--- config.mk ---
export PLATFORM = sky130hd
export DESIGN_NAME = encode_fp
export DESIGN_NICKNAME = d
export VERILOG_FILES = /design/src/rtl/encode_fp.sv
export SDC_FILE = /design/constraint.sdc
export NUM_CORES = 1
export LEC_CHECK = 0
export ABC_AREA = 1
export CAP_MARGIN = 5
export CORE_ASPECT_RATIO = 1.5
export CORE_MARGIN = 2
export CORE_UTILIZATION = 50
export DETAILED_ROUTE_END_ITERATION = 12
export DONT_BUFFER_PORTS = 1
export RECOVER_POWER = 100
export SLEW_MARGIN = 20
export SYNTH_ARGS = -nofsm -noshare
export SYNTH_HDL_FRONTEND = slang
export SYNTH_SLANG_ARGS = --single-unit
export TNS_END_PERCENT = 10
--- constraint.sdc ---
create_clock -name Clk -period 2.81 [get_ports Clk]
set_input_delay 0.562 -clock Clk [delete_from_list [all_inputs] [get_ports Clk]]
set_output_delay 0.562 -clock Clk [all_outputs]
set_load 0.05 [all_outputs]
--- src/rtl/encode_fp.sv ---
// encode_fp: converts BCD fraction 0.<Digit_1><Digit_2> to IEEE-754 half precision.
// Define ENCODE_FP_ROUND_EN for round-to-nearest on pack; otherwise the mantissa is truncated.
module encode_fp (
    input  logic        Clk,
    input  logic        Reset,
    input  logic        Start,
    input  logic        Ack,
    input  logic [3:0]  Digit_1,
    input  logic [3:0]  Digit_2,
    output logic [15:0] Fp_out,
    output logic        Done
);
    typedef enum logic [4:0] {
        st_init      = 5'b00001,
        st_divide    = 5'b00010,
        st_normalize = 5'b00100,
        st_pack      = 5'b01000,
        st_done_con  = 5'b10000
    } state_t;
    state_t      state;
    logic [6:0]  val;
    logic [15:0] frac;
    logic [4:0]  exponent;
    logic [3:0]  cnt;
    logic [7:0]  rem2;
    logic        ge;
    logic [15:0] packed_w;
    // val doubles as the running remainder of the long division
    assign rem2 = {val, 1'b0};
    assign ge   = rem2 >= 8'd100;
`ifdef ENCODE_FP_ROUND_EN
    logic [10:0] mant_r;
    assign mant_r   = {1'b0, frac[14:5]} + {10'b0, frac[4]};
    assign packed_w = mant_r[10] ? {1'b0, exponent + 5'd1, 10'b0} : {1'b0, exponent, mant_r[9:0]};
`else
    assign packed_w = {1'b0, exponent, frac[14:5]};
`endif
    always_ff @(posedge Clk or posedge Reset) begin
        if (Reset) begin
            state    <= st_init;
            val      <= '0;
            frac     <= '0;
            exponent <= '0;
            cnt      <= '0;
            Fp_out   <= '0;
            Done     <= 1'b0;
        end else begin
            case (state)
                st_init: if (Start) begin
                    cnt <= '0;
                    // NaN is encoded through frac/exponent so pack needs no special case
                    if (Digit_1 > 4'd9 || Digit_2 > 4'd9) begin
                        frac     <= 16'hC000;
                        exponent <= 5'h1F;
                        state    <= st_pack;
                    end else begin
                        val      <= 7'(Digit_1) * 7'd10 + 7'(Digit_2);
                        frac     <= '0;
                        exponent <= 5'd14;
                        state    <= st_divide;
                    end
                end
                st_divide: begin
                    val   <= ge ? 7'(rem2 - 8'd100) : rem2[6:0];
                    frac  <= {frac[14:0], ge};
                    cnt   <= cnt + 4'd1;
                    state <= (cnt == 4'd15) ? st_normalize : st_divide;
                end
                st_normalize: begin
                    if (frac == 16'h0000) begin
                        exponent <= '0;
                        state    <= st_pack;
                    end else if (frac[15]) begin
                        state <= st_pack;
                    end else begin
                        frac     <= frac << 1;
                        exponent <= exponent - 5'd1;
                    end
                end
                st_pack: begin
                    Fp_out <= packed_w;
                    Done   <= 1'b1;
                    state  <= st_done_con;
                end
                st_done_con: if (Ack) begin
                    Done  <= 1'b0;
                    state <= st_init;
                end
                default: state <= st_init;
            endcase
        end
    end
endmodule

* After elaboration in Yosys (flattened, before gate mapping)
Cells that the tools add are included.
Operators by class: add/subtract/negate cells 4, $mul 1, div/mod/pow operators 0, magnitude comparators 3, equality and inequality tests 13, shift-type cells 0, mux-type cells 25, bitwise gates (word level) 0, reductions and logical operators 13
Operator list (number):
- $mux 16 | 4
- $pmux 16 s3 | 1
- $mux 5 | 8
- $pmux 5 s5 | 1
- $mux 7 | 3
- $logic_not 16->1 | 1
- $pmux 7 s2 | 1
- $reduce_and 3->1 | 4
- $ne 2x2->1 const B | 5
- $pmux 5 s2 | 1
- $ge 8x7->1 const B | 1
- $gt 4x4->1 const B | 2
- $mux 4 | 2
- $pmux 4 s2 | 1
- $add 7x4->7 | 1
- $sub 7x7->7 const B | 1
- $mul 4x3->6 const B | 1
- $ne 3x3->1 const B | 2
- $reduce_bool 2->1 | 3
- $eq 5x1->1 const B | 1
- $eq 5x2->1 const B | 1
- $eq 5x3->1 const B | 1
- $eq 5x4->1 const B | 1
- $eq 5x5->1 const B | 1
- other kinds (10) | 11
Word-level totals: bits in registers 53, latch bits 0, RAM bits 0, ROM bits 0, input bits 12, output and inout bits 17, logic and storage cells 67, memories 0

* Depth between registers and ports, before layout
depth in word-level cells 5, depth in mapped cells 11, depth with buffers taken out 11

* Worst setup path before layout
OpenSTA, ideal clock, no wires.
path kind input-to-reg, start input port Digit_1[1], end register val[5], setup time 122 ps, arrival time 1946 ps, required time 2688 ps, path slack 742 ps, stages 10, path buffers 0, cells stage by stage ha_1 -> ha_1 -> inv_1 -> fa_1 -> nor2_1 -> nand2_1 -> nand2_1 -> a21oi_1 -> nor2_1 -> a21oi_1
Between the ends: cells in the longest elaborated chain, start to end 5, elaborated cells between the ends (all ways) 9, classes of those cells add/sub: 1; mul: 1; order compare: 1; eq/ne: 1; mux: 3; reduce/logical: 2
Ends and longest elaborated chain:
- start, declared | line 8 | input logic [3:0] Digit_1,
- $mul 4x3->6 | line 57 | val <= 7'(Digit_1) * 7'd10 + 7'(Digit_2);
- $add 7x4->7 | line 57
- $mux 7 | line 52 | if (Digit_1 > 4'd9 || Digit_2 > 4'd9) begin
- $mux 7 | line 49 | st_init: if (Start) begin
- $pmux 7 s2 | line 48 | case (state)
- end signal, assigned | line 57
- end signal, assigned | line 64 | val <= ge ? 7'(rem2 - 8'd100) : rem2[6:0];
- end, declared | line 21 | logic [6:0] val;
Parallel ways exist; a longest one is shown, timed or not. The select of a mux whose other input is x is not followed. A chain may end at the register's enable or synchronous reset.

* Final worst setup path
start register state[0], end register exponent[0]
Between the ends: cells in the longest elaborated chain, start to end 3, elaborated cells between the ends (all ways) 7, classes of those cells eq/ne: 4; mux: 1; reduce/logical: 2
Ends and longest elaborated chain:
- start, declared | line 20 | state_t state;
- start signal, assigned | line 40 | state <= st_init;
- start signal, assigned | line 55 | state <= st_pack;
- start signal, assigned | line 60 | state <= st_divide;
- $eq 5x3->1 / $eq 5x1->1 (equally long branches) | line 48
- $ne 3x3->1 (no line), or another cell as far along
- $reduce_and 3->1 (no line)
- end signal, assigned | line 77 | exponent <= exponent - 5'd1;
- end, declared | line 23 | logic [4:0] exponent;
Parallel ways exist; a longest one is shown, timed or not.

==> results_dict.tcl <==
set metrics [dict create \
    path_class "register to register" \
    synth_seq_area_share_pct 44.02 \
    dieWidth_um 67.41 \
    areaGrowthSynthToFinish_pct 4.689 \
    critPathCapture "exponent[0]$_DFFE_PP0P_" \
    hold_path.startpoint "Ack" \
    r2r_setup_slack_ps 730 \
    power.switching_w 0.001488 \
    drv_slew 0 \
    wl_per_cell_um 11.65 \
    async_flop_share_pct 100.0 \
    fillerInstances 568 \
    tightest_slew_ps 1292 \
    grt_pass1_wl_um 9991 \
    p_int_w 0.001690 \
    ioPinCount 29 \
    ir_drop_uv 423.4 \
    totalWireLength_um 5533 \
    antenna_left 0 \
    synth_most_common_cell "nand2_1" \
    holdWs_ps 413.0 \
    clk_latency_ps 300 \
    pre_cts_slack_ps 623.9 \
    hpwlAfterDp_um 4065 \
    dr_wl_met3_um 143 \
    grt_remaining_overflow 0 \
    max_slew_margin_pct 13.86 \
    cp.required_ps 3020 \
    synthCells 401 \
    cts_setup_buffers 0 \
    power_frac_comb_pct 39.7 \
    r2r.worst_path.cells 11 \
    path_clk_slew_ps 100 \
    clockPowerShare_pct 17.0 \
    reg2reg_to "exponent[0]$_DFFE_PP0P_" \
    dr_total_vias 2335 \
    cts_buffers 5 \
    die-area_sq_mm 0.006681 \
    placement_rows 34 \
    critPathLaunchType "register" \
    final_area_sq_mm 0.003157 \
    clock_sinks 53 \
    antenna_found_initial 0 \
    hp-class "input port to register" \
    synth_cell_types 33 \
    synth_warnings 0 \
    n_antenna_cell 0 \
    cts-root-buf "clkbuf_8" \
    max-clock-path-buffers 2 \
    grt_pass1_vias 2318 \
    dpl-instance-area_sq_mm 0.003074 \
    leakage_nw 1.655 \
    cts_hold_buffers 0 \
    startpoint "state[0]$_DFFE_PP1P_" \
    power_frac_seq_pct 43.3 \
    timing.rr.start "state[0]$_DFFE_PP1P_" \
    fin_ws_ps 726.7 \
    synthFlopType "dfrtp_1" \
    timing.setup.tns_ps 0 \
    grt_max_degree 54 \
    dr.first_iter.drc_count 113 \
    fin_skew_ps 7.283 \
    drive_above_1_share_pct 4.963 \
    whs_path_depth 3 \
    arrival_ps 2290 \
    worstPathMaxFanout 10 \
    io_buffers 0 \
    via_per_inst 4.916 \
    met2_wirelength_um 2903 \
    avgSynthCellArea_sq_um 7.520 \
    final_hold_viol_count 0 \
    timing.fmax_mhz 480.0 \
    htree_levels 2 \
    cts_tree "yes" \
    grt_use_total_pct 19.02 \
    end_kind "register" \
    netlist.top_cell.by_area "dfrtp_1" \
    p_per_area_mw_per_mm2 1007 \
    ys_ff_latch 53 \
    synth_fp_nets 425 \
    drc 0 \
    place.gp.congestion 0.8181 \
    start_util_pct 51.74 \
    nets 426 \
    wl_met1_um 2403 \
    setup_viol 0 \
    cts_resized 0 \
    rsz0062_at_grt "no" \
    syn_area_sq_mm 0.003015 \
    period_share_pct 74.14 \
    synth-edff-count 0 \
    fp.coreArea_sq_mm 0.005828 \
    outcome "finished, final reports clean" \
    synthTopCellsByCount "nand2_1, inv_1, dfrtp_1, nor2_1, nand3_1" \
    drt_pass1_iterations 4 \
    p_sw_share_pct 46.81 \
    top_layer "met4" \
    netlist_top_cells_area "dfrtp_1, nand2_1, inv_1" \
    fp.dieH_um 99.11 \
    synth_top_area_share_pct 43.15 \
    max-cap-violations 0 \
    period_minus_slack_ps 2083 \
]
-- layer usage --
| metal | vias to the layer above | GRT usage, % |
|---|---|---|
| li1 | 1227 | - |
| met1 | 1064 | 22.48 |
| met2 | 38 | 34.65 |
| met3 | 6 | 2.828 |
| met4 | 0 | 5.495 |
| met5 | - | 0 |
-- placed cells by master (no fill, tap or decap) --
cell	Yosys	final
o22ai_1	1	1
clkbuf_8	0	6
o211ai_1	1	1
inv_1	67	71
ha_1	10	10
nand3_2	2	1
xnor2_1	3	3
nand3_4	1	1
a22o_1	1	1
clkbuf_2	0	1
buf_4	1	1
conb_1	1	1
dfrtp_1	52	52
nand4_4	1	1
inv_2	7	1
clkinv_1	0	2
nor2_1	41	43
o21ai_2	1	1
nor2_4	3	1
nand3_1	26	27
o21ai_1	2	2
nor3_1	1	1
nand4_1	4	4
bufinv_16	0	1
a31oi_1	1	1
dfstp_2	1	1
o21ai_0	25	25
fa_1	2	2
nor2_2	1	1
nand2_2	5	2
clkinvlp_4	0	1
nand2_1	114	118
a21oi_1	12	12
xor2_1	6	6
-- registers in the layout, summed over array words and instances (netlist names) --
register and count:
Done 1, Fp_out 15, cnt 4, exponent 5, frac 16, state 5
val 7
-- cell type report --
type	count	area, sq um	area share, %
repair buffers	2	12.51	0.3964
inverters	74	277.8	8.799
multi-input cells	266	1329	42.09
clock inverters	2	37.54	1.189
clock buffers	6	82.58	2.616
well taps	72	90.09	2.854
flip-flops and latches	53	1328	42.05
-- worst max-delay path, stage by stage (launching register included) --
cell and delay, ps:
dfstp_2 540, inv_1 60, nand2_1 90, nor2_1 60, nand2_1 280, inv_1 200
nor2_1 180, clkinv_1 80, nand2_1 230, clkinv_1 130, nand2_1 80, nand2_1 50
-- worst min path at each step --
| stage | to | slack, ps |
|---|---|---|
| after global routing | val[0]$_DFFE_PP0P_ | 440 |
| after detailed placement | frac[6]$_DFFE_PP0P_ | 460 |
| after CTS | frac[3]$_DFFE_PP0P_ | 340 |
| after floorplan | frac[10]$_DFFE_PP0P_ | 440 |
| after global placement | frac[6]$_DFFE_PP0P_ | 450 |
| final | Done$_DFFE_PP0P_ | 410 |
-- metrics by stage --
step	cells	power, W	util (%)
after floorplan	401	0.002473	-
after global placement	467	0.002701	52.75
after detailed placement	467	0.002721	52.75
after CTS	475	0.003273	54.81
after global routing	475	0.003484	54.16
final	475	0.003178	54.16
-- power by group through the flow --
stage,Combinational [W],Clock [W],Sequential [W]
floorplan,0.00111,0,0.00136
global placement,0.00131,0,0.00140
detailed placement,0.00132,0,0.00140
CTS,0.00133,0.000558,0.00139
global route,0.00149,0.000586,0.00141
finish,0.00126,0.000541,0.00138
-- cells by family after synthesis --
logic type / count (synthesis) / synth area share, %
AND/OR/NAND/NOR: 200 / 29.29
AO/OA/AOI/OAI: 44 / 7.718
flip-flops: 53 / 44.03
buffers and inverters: 82 / 10.75
adder cells (fa/ha/maj): 12 / 5.477
other: 1 / 0.1244
XOR/XNOR: 9 / 2.614
(Power assumes the default switching activity.)
